<file path="src/rtl/angstrom_pkg.sv">
`default_nettype none
// ============================================================================
// Module      : angstrom_pkg
// Description : Constants shared by the port bridge and its FIFOs.
// Revision    : 1.0 - initial release
// ============================================================================
package angstrom_pkg;

    // Every byte that crosses the bridge is this wide.
    localparam int c_DATA_W        = 8;
    // Queue depth per direction when the top parameter is left at its default.
    localparam int c_DEPTH_DEFAULT = 4;

endpackage : angstrom_pkg
`default_nettype wire

</file>
<file path="src/rtl/sync_fifo.sv">
`default_nettype none
// ============================================================================
// Module      : sync_fifo
// Description : Single-clock FIFO with a valid/ready push side and a
//               valid/ready pop side. The head is shown combinationally and
//               reads as zero while the queue is empty.
// Revision    : 1.0 - initial release
// ============================================================================
module sync_fifo
    import angstrom_pkg::*;
#(
    parameter int DEPTH = c_DEPTH_DEFAULT,
    parameter int WIDTH = c_DATA_W
) (
    input  logic             clk,
    input  logic             rst,
    input  logic [WIDTH-1:0] push_data,
    input  logic             push_valid,
    output logic             push_ready,
    output logic [WIDTH-1:0] pop_data,
    output logic             pop_valid,
    input  logic             pop_ready,
    output logic             full,
    output logic             empty
);

    localparam int                 c_PTR_W = $clog2(DEPTH);
    localparam logic [c_PTR_W:0]   c_FULL_COUNT = (c_PTR_W+1)'(DEPTH);

    logic [WIDTH-1:0]   r_mem [DEPTH];
    logic [c_PTR_W-1:0] r_wr_ptr;
    logic [c_PTR_W-1:0] r_rd_ptr;
    logic [c_PTR_W:0]   r_count;

    logic               w_push;
    logic               w_pop;

    assign full       = (r_count == c_FULL_COUNT);
    assign empty      = (r_count == '0);
    assign pop_valid  = !empty;
    assign pop_data   = empty ? '0 : r_mem[r_rd_ptr];

    // A pop in the same cycle frees a slot, so a full queue can still take a
    // push; the ready output reflects that so the pushing side never loses
    // a byte it believes was accepted.
    assign w_pop      = pop_ready && !empty;
    assign push_ready = !full || w_pop;
    assign w_push     = push_valid && push_ready;

    // Storage is written only on an accepted push and is never cleared.
    always_ff @(posedge clk) begin
        if (w_push) begin
            r_mem[r_wr_ptr] <= push_data;
        end
    end

    // Pointers wrap naturally at DEPTH (power of two); count tracks occupancy.
    always_ff @(posedge clk or posedge rst) begin
        if (rst) begin
            r_wr_ptr <= '0;
            r_rd_ptr <= '0;
            r_count  <= '0;
        end else begin
            if (w_push) begin
                r_wr_ptr <= r_wr_ptr + 1'b1;
            end
            if (w_pop) begin
                r_rd_ptr <= r_rd_ptr + 1'b1;
            end
            case ({w_push, w_pop})
                2'b10:   r_count <= r_count + 1'b1;
                2'b01:   r_count <= r_count - 1'b1;
                default: r_count <= r_count;
            endcase
        end
    end

endmodule : sync_fifo
`default_nettype wire

</file>
<file path="src/rtl/port_bridge.sv">
`default_nettype none
// ============================================================================
// Module      : port_bridge
// Description : Byte bridge between a host stream interface and a CPU's
//               INP/OUT ports, one FIFO per direction.
//               Optional macro PORT_BRIDGE_ERR_EN adds sticky overflow /
//               underflow flags with a synchronous clear input.
// Revision    : 1.0 - initial release
// ============================================================================
module port_bridge
    import angstrom_pkg::*;
#(
    parameter int DEPTH = c_DEPTH_DEFAULT
) (
    input  logic                clk_i,
    input  logic                rst_i,
    input  logic [c_DATA_W-1:0] host_tx_data_i,
    input  logic                host_tx_valid_i,
    output logic                host_tx_ready_o,
    output logic [c_DATA_W-1:0] cpu_inp_o,
    input  logic                cpu_inp_rd_i,
    input  logic [c_DATA_W-1:0] cpu_out_i,
    input  logic                cpu_out_wr_i,
    output logic [c_DATA_W-1:0] host_rx_data_o,
    output logic                host_rx_valid_o,
    input  logic                host_rx_ready_i,
    output logic                inp_empty_o
`ifdef PORT_BRIDGE_ERR_EN
    ,
    input  logic                err_clr_i,
    output logic                ovf_o,
    output logic                unf_o
`endif
);

    logic w_inp_pop_valid;
    logic w_inp_full;
    logic w_inp_empty;
    logic w_out_push_ready;
    logic w_out_full;
    logic w_out_empty;

    assign inp_empty_o = w_inp_empty;

    // Host -> CPU: the CPU reads the head on the same edge it pops it.
    sync_fifo #(
        .DEPTH      (DEPTH),
        .WIDTH      (c_DATA_W)
    ) u_inbound (
        .clk        (clk_i),
        .rst        (rst_i),
        .push_data  (host_tx_data_i),
        .push_valid (host_tx_valid_i),
        .push_ready (host_tx_ready_o),
        .pop_data   (cpu_inp_o),
        .pop_valid  (w_inp_pop_valid),
        .pop_ready  (cpu_inp_rd_i),
        .full       (w_inp_full),
        .empty      (w_inp_empty)
    );

    // CPU -> host: an OUT that finds no room is simply not accepted (dropped).
    sync_fifo #(
        .DEPTH      (DEPTH),
        .WIDTH      (c_DATA_W)
    ) u_outbound (
        .clk        (clk_i),
        .rst        (rst_i),
        .push_data  (cpu_out_i),
        .push_valid (cpu_out_wr_i),
        .push_ready (w_out_push_ready),
        .pop_data   (host_rx_data_o),
        .pop_valid  (host_rx_valid_o),
        .pop_ready  (host_rx_ready_i),
        .full       (w_out_full),
        .empty      (w_out_empty)
    );

    // Status lines not needed by the bridge itself.
    logic w_unused_status;
    assign w_unused_status = &{1'b0, w_inp_pop_valid, w_inp_full,
                               w_out_full, w_out_empty, w_out_push_ready};

`ifdef PORT_BRIDGE_ERR_EN
    logic r_ovf;
    logic r_unf;
    logic w_drop;
    logic w_underflow;

    assign w_drop      = cpu_out_wr_i && !w_out_push_ready;
    assign w_underflow = cpu_inp_rd_i && w_inp_empty;
    assign ovf_o       = r_ovf;
    assign unf_o       = r_unf;

    // Sticky error flags; a clear in the same cycle beats a new event.
    always_ff @(posedge clk_i or posedge rst_i) begin
        if (rst_i) begin
            r_ovf <= 1'b0;
            r_unf <= 1'b0;
        end else if (err_clr_i) begin
            r_ovf <= 1'b0;
            r_unf <= 1'b0;
        end else begin
            r_ovf <= r_ovf | w_drop;
            r_unf <= r_unf | w_underflow;
        end
    end
`else
    // Without error reporting, drops and empty reads leave no trace.
`endif

endmodule : port_bridge
`default_nettype wire

</file>
<file path="config.mk">
export PLATFORM = sky130hd
export DESIGN_NAME = port_bridge
export DESIGN_NICKNAME = d
export VERILOG_FILES = /design/src/rtl/angstrom_pkg.sv /design/src/rtl/sync_fifo.sv /design/src/rtl/port_bridge.sv
export SDC_FILE = /design/constraint.sdc
export NUM_CORES = 1
export LEC_CHECK = 0
export BUFFER_PORTS_ARGS = -buffer_cell sky130_fd_sc_hd__buf_2
export CORE_MARGIN = 3
export CORE_UTILIZATION = 54
export CTS_CLUSTER_DIAMETER = 60
export DETAILED_ROUTE_END_ITERATION = 10
export HOLD_SLACK_MARGIN = 0.12
export PLACE_DENSITY = 0.86
export SLEW_MARGIN = 20
export SYNTH_ARGS = -nofsm -noshare
export SYNTH_HDL_FRONTEND = slang
export SYNTH_HIERARCHICAL = 1
export SYNTH_SLANG_ARGS = --single-unit
</file>
<file path="constraint.sdc">
create_clock -name clk_i -period 2.55 [get_ports clk_i]
set_input_delay 0.255 -clock clk_i [delete_from_list [all_inputs] [get_ports clk_i]]
set_output_delay 0.255 -clock clk_i [all_outputs]
set_load 0.01 [all_outputs]
</file>
==> flow_summary.yaml <==
setup_path:
  crit_fanout: 10
  worstSetupPathType: "reg2out"
  crit_path_start: "u_outbound/r_rd_ptr[0]$_DFFE_PP0N_"
  crit_path_buf_inv_count: 1
  cp_top_family: "flip-flops"
  worstPathRequired_ns: 2.30
  critical_path_depth: 3
  source_of_the_worst_register_to_register_timing_path: "u_inbound/r_count[1]$_DFFE_PP0P_"
  timing.critical_path.arrival_ns: 1.94
  startpoint_type: "flop"
  crit_path_top_delay_cell: "dfrtp_1"
  cp_cell_sequence: "mux4_2, and2_1, buf_2"
  timing.reg2reg.worst_path_depth: 7
  r2r-end: "u_inbound/r_count[1]$_DFFE_PP0P_"
  crit_path_end_kind: "primary output"
  cp-endpoint: "host_rx_data_o[5]"
  reg2reg_setup_slack_ns: 0.44
  crit_path_max_incr_delay_ns: 0.72
clock_network:
  clkTransAtPathRegs_ns: 0.07
  cts_sink_cnt: 78
  cts-buffers-inserted: 9
  worst_skew_pair.late_latency_ns: 0.34
  tritoncts: "done"
  postCtsResizedCells: 0
  clk_root_buffer_cell: "clkbuf_8"
  clock_tree.buffer_depth: 2
  cts_htree_levels: 3
global_route:
  grt_start_max_net_pins: 16
  global_route_usage_over_all_layers_pct: 17.0
  grt_first_pass_wirelength_mm: 9.32
  number_of_antenna_violations_at_the_first_check_in_global_routing: 0
  globalRouteOverflowTotal: 0
  grt_pass1_vias: 1917
logic_synthesis:
  synthesis.area_per_instance_sq_um: 16.1
  synthesis.area_sq_mm: 0.00345
  yosysWarnings: 6
  post_synth_inst_count: 215
  syn-num-nets: 247
floorplan:
  fp.dieArea_sq_mm: 0.00739
  initial_standard_cell_utilization_of_the_core_pct: 57.0
  pin_count: 41
  placement_rows: 28
  die-width_microns: 86.0
  die-height_microns: 86.0
  floorplan.core_area_sq_mm: 0.00606
timing:
  worst_slew_pin_slew_ns: 0.589
  achievable-frequency_mhz: 457
  final_period_minus_worst_setup_slack_ns: 2.19
  drv_slew: 0
  timing.max_slew.rel_slack_pct: 60.7
  grt_setup_unrepaired: "false"
  setup-tns-final_ns: 0
  finalSetupViolCount: 0
  min_period_over_period_pct: 85.9
  final_hold_viol_count: 0
  finClkSkew_ns: 0.00703
min_path:
  hold_path_class: "in2reg"
status:
  status: "finished, final reports clean"
finish:
  syn2layout_area_growth_pct: 15.0
  n_antenna_cell: 0
  area_of_the_multi_input_gates_sq_mm: 0.00108
  drive_gt1_share_pct: 29.9
  final_net_count: 295
  filler_cell_count: 400
  area.sequential_sq_mm: 0.00227
pwr:
  seq_power_share_pct: 45.2
  switching_share_pct: 32.8
  power.net_switching_w: 0.00146
  power.density_mw_per_mm2: 1120
  p_leak_nw: 1.52
  total_power_w: 0.00445
  cell_internal_pwr_w: 0.00299
  pwr-share-clk_pct: 19.5
  comb_power_share_pct: 35.4
  irDropWorstVdd_uv: 596
route:
  detailroute.via_count: 1878
  routed_wl_mm: 5.72
  drtAntennaViolNets: 0
  dr.first_iter.drc_count: 136
  post_drt_wl_per_cell_microns: 16.7
  route.detailed.drc: 0
  via_cell_ratio: 5.48
  firstDrtPassIters: 4
place:
  dp_hpwl_mm: 3.95
  port-buffer-count: 40
  place_congestion: 0.746
job:
  max_capacitance_violation_count: 0
==> sequential cells by signal (all words and copies together) (netlist names) <==
name                 flops
u_inbound/r_mem         32
u_outbound/r_mem        32
u_inbound/r_count        3
u_outbound/r_count       3
u_inbound/r_rd_ptr       2
u_inbound/r_wr_ptr       2
u_outbound/r_rd_ptr      2
u_outbound/r_wr_ptr      2
==> per-stage QoR <==
| stage | area, sq um | instances | setup WS, ns | hold WS [ns] | util (%) |
|---|---|---|---|---|---|
| 4_1_cts | 3950 | 341 | 0.289 | 0.120 | 65.2 |
| 5_1_grt | 3970 | 343 | 0.198 | 0.123 | 65.5 |
| 3_3_place_gp | 3710 | 320 | 0.582 | 0.216 | 61.3 |
| 6_report | 3970 | 343 | 0.360 | 0.136 | 65.5 |
| 3_5_place_dp | 3710 | 320 | 0.470 | 0.224 | 61.3 |
| 2_1_floorplan | 3450 | 215 | 0.614 | 0.0584 | - |
==> worst reg2reg max path, stage by stage (launching register included) <==
cell and delay, ns:
dfrtp_1 0.47, or3_1 0.18, nand2_1 0.09, or2_2 0.30, fa_1 0.53, inv_1 0.04, o21ai_0 0.23, o31ai_1 0.14
==> cells in the final DEF (no fill, tap or decap), types with 3 or more instances in the layout <==
cell	instances
clkbuf_8	9
nand3_1	4
mux4_2	16
dfrtp_1	14
dlygate4sd3_1	7
clkinvlp_4	3
a21oi_1	3
ha_1	8
inv_1	13
buf_2	40
and3_1	10
xnor2_1	6
nor2_1	7
and2_1	16
o22ai_1	3
nand2_1	6
edfxtp_1	64
==> power by group through the flow <==
stage | combinational [W] | sequential [W] | clock, W
6_report | 0.00157 | 0.00201 | 0.000867
5_1_grt | 0.00175 | 0.00206 | 0.000948
4_1_cts | 0.00159 | 0.00202 | 0.000887
3_5_place_dp | 0.00157 | 0.00205 | 0
3_3_place_gp | 0.00152 | 0.00201 | 0
2_1_floorplan | 0.00127 | 0.00185 | 0
==> area by class of cell <==
cell class / count / area share (%)
Tap cell: 75 / 2.36
Timing Repair Buffer: 49 / 7.18
Inverter: 13 / 1.23
Clock buffer: 9 / 3.12
Multi-Input combinational cell: 112 / 27.3
Sequential cell: 78 / 57.2
Clock inverter: 7 / 1.64
==> timing repair <==
item,in CTS,in global routing
hold buffers,5,2
setup buffers,0,0
endpoints found under the hold margin,27,5
==> worst min path at each step <==
stage | endpoint | start | cells after the start | slack (ns)
3_5_place_dp | u_outbound/r_rd_ptr[1]$_DFFE_PP0N_ | rst_i | 2 | 0.22
6_report | u_outbound/r_mem[0][6]$_DFFE_PP_ | cpu_out_i[6] | 1 | 0.14
3_3_place_gp | u_outbound/r_rd_ptr[0]$_DFFE_PP0N_ | rst_i | 2 | 0.22
5_1_grt | u_outbound/r_mem[2][7]$_DFFE_PP_ | cpu_out_i[7] | 1 | 0.12
2_1_floorplan | u_inbound/r_count[0]$_DFFE_PP0P_ | rst_i | 1 | 0.06
4_1_cts | u_outbound/r_mem[3][7]$_DFFE_PP_ | cpu_out_i[7] | 1 | 0.12
==> layer usage <==
| layer | up-vias | wire length, microns | global-route usage (%) |
|---|---|---|---|
| met3 | 7 | 211 | 3.94 |
| met2 | 45 | 3060 | 28.0 |
| met4 | 0 | 76 | 6.91 |
| li1 | 897 | - | - |
| met5 | - | 0 | 0 |
| met1 | 929 | 2360 | 21.7 |
Note: power is estimated with default switching activity, not from simulation.
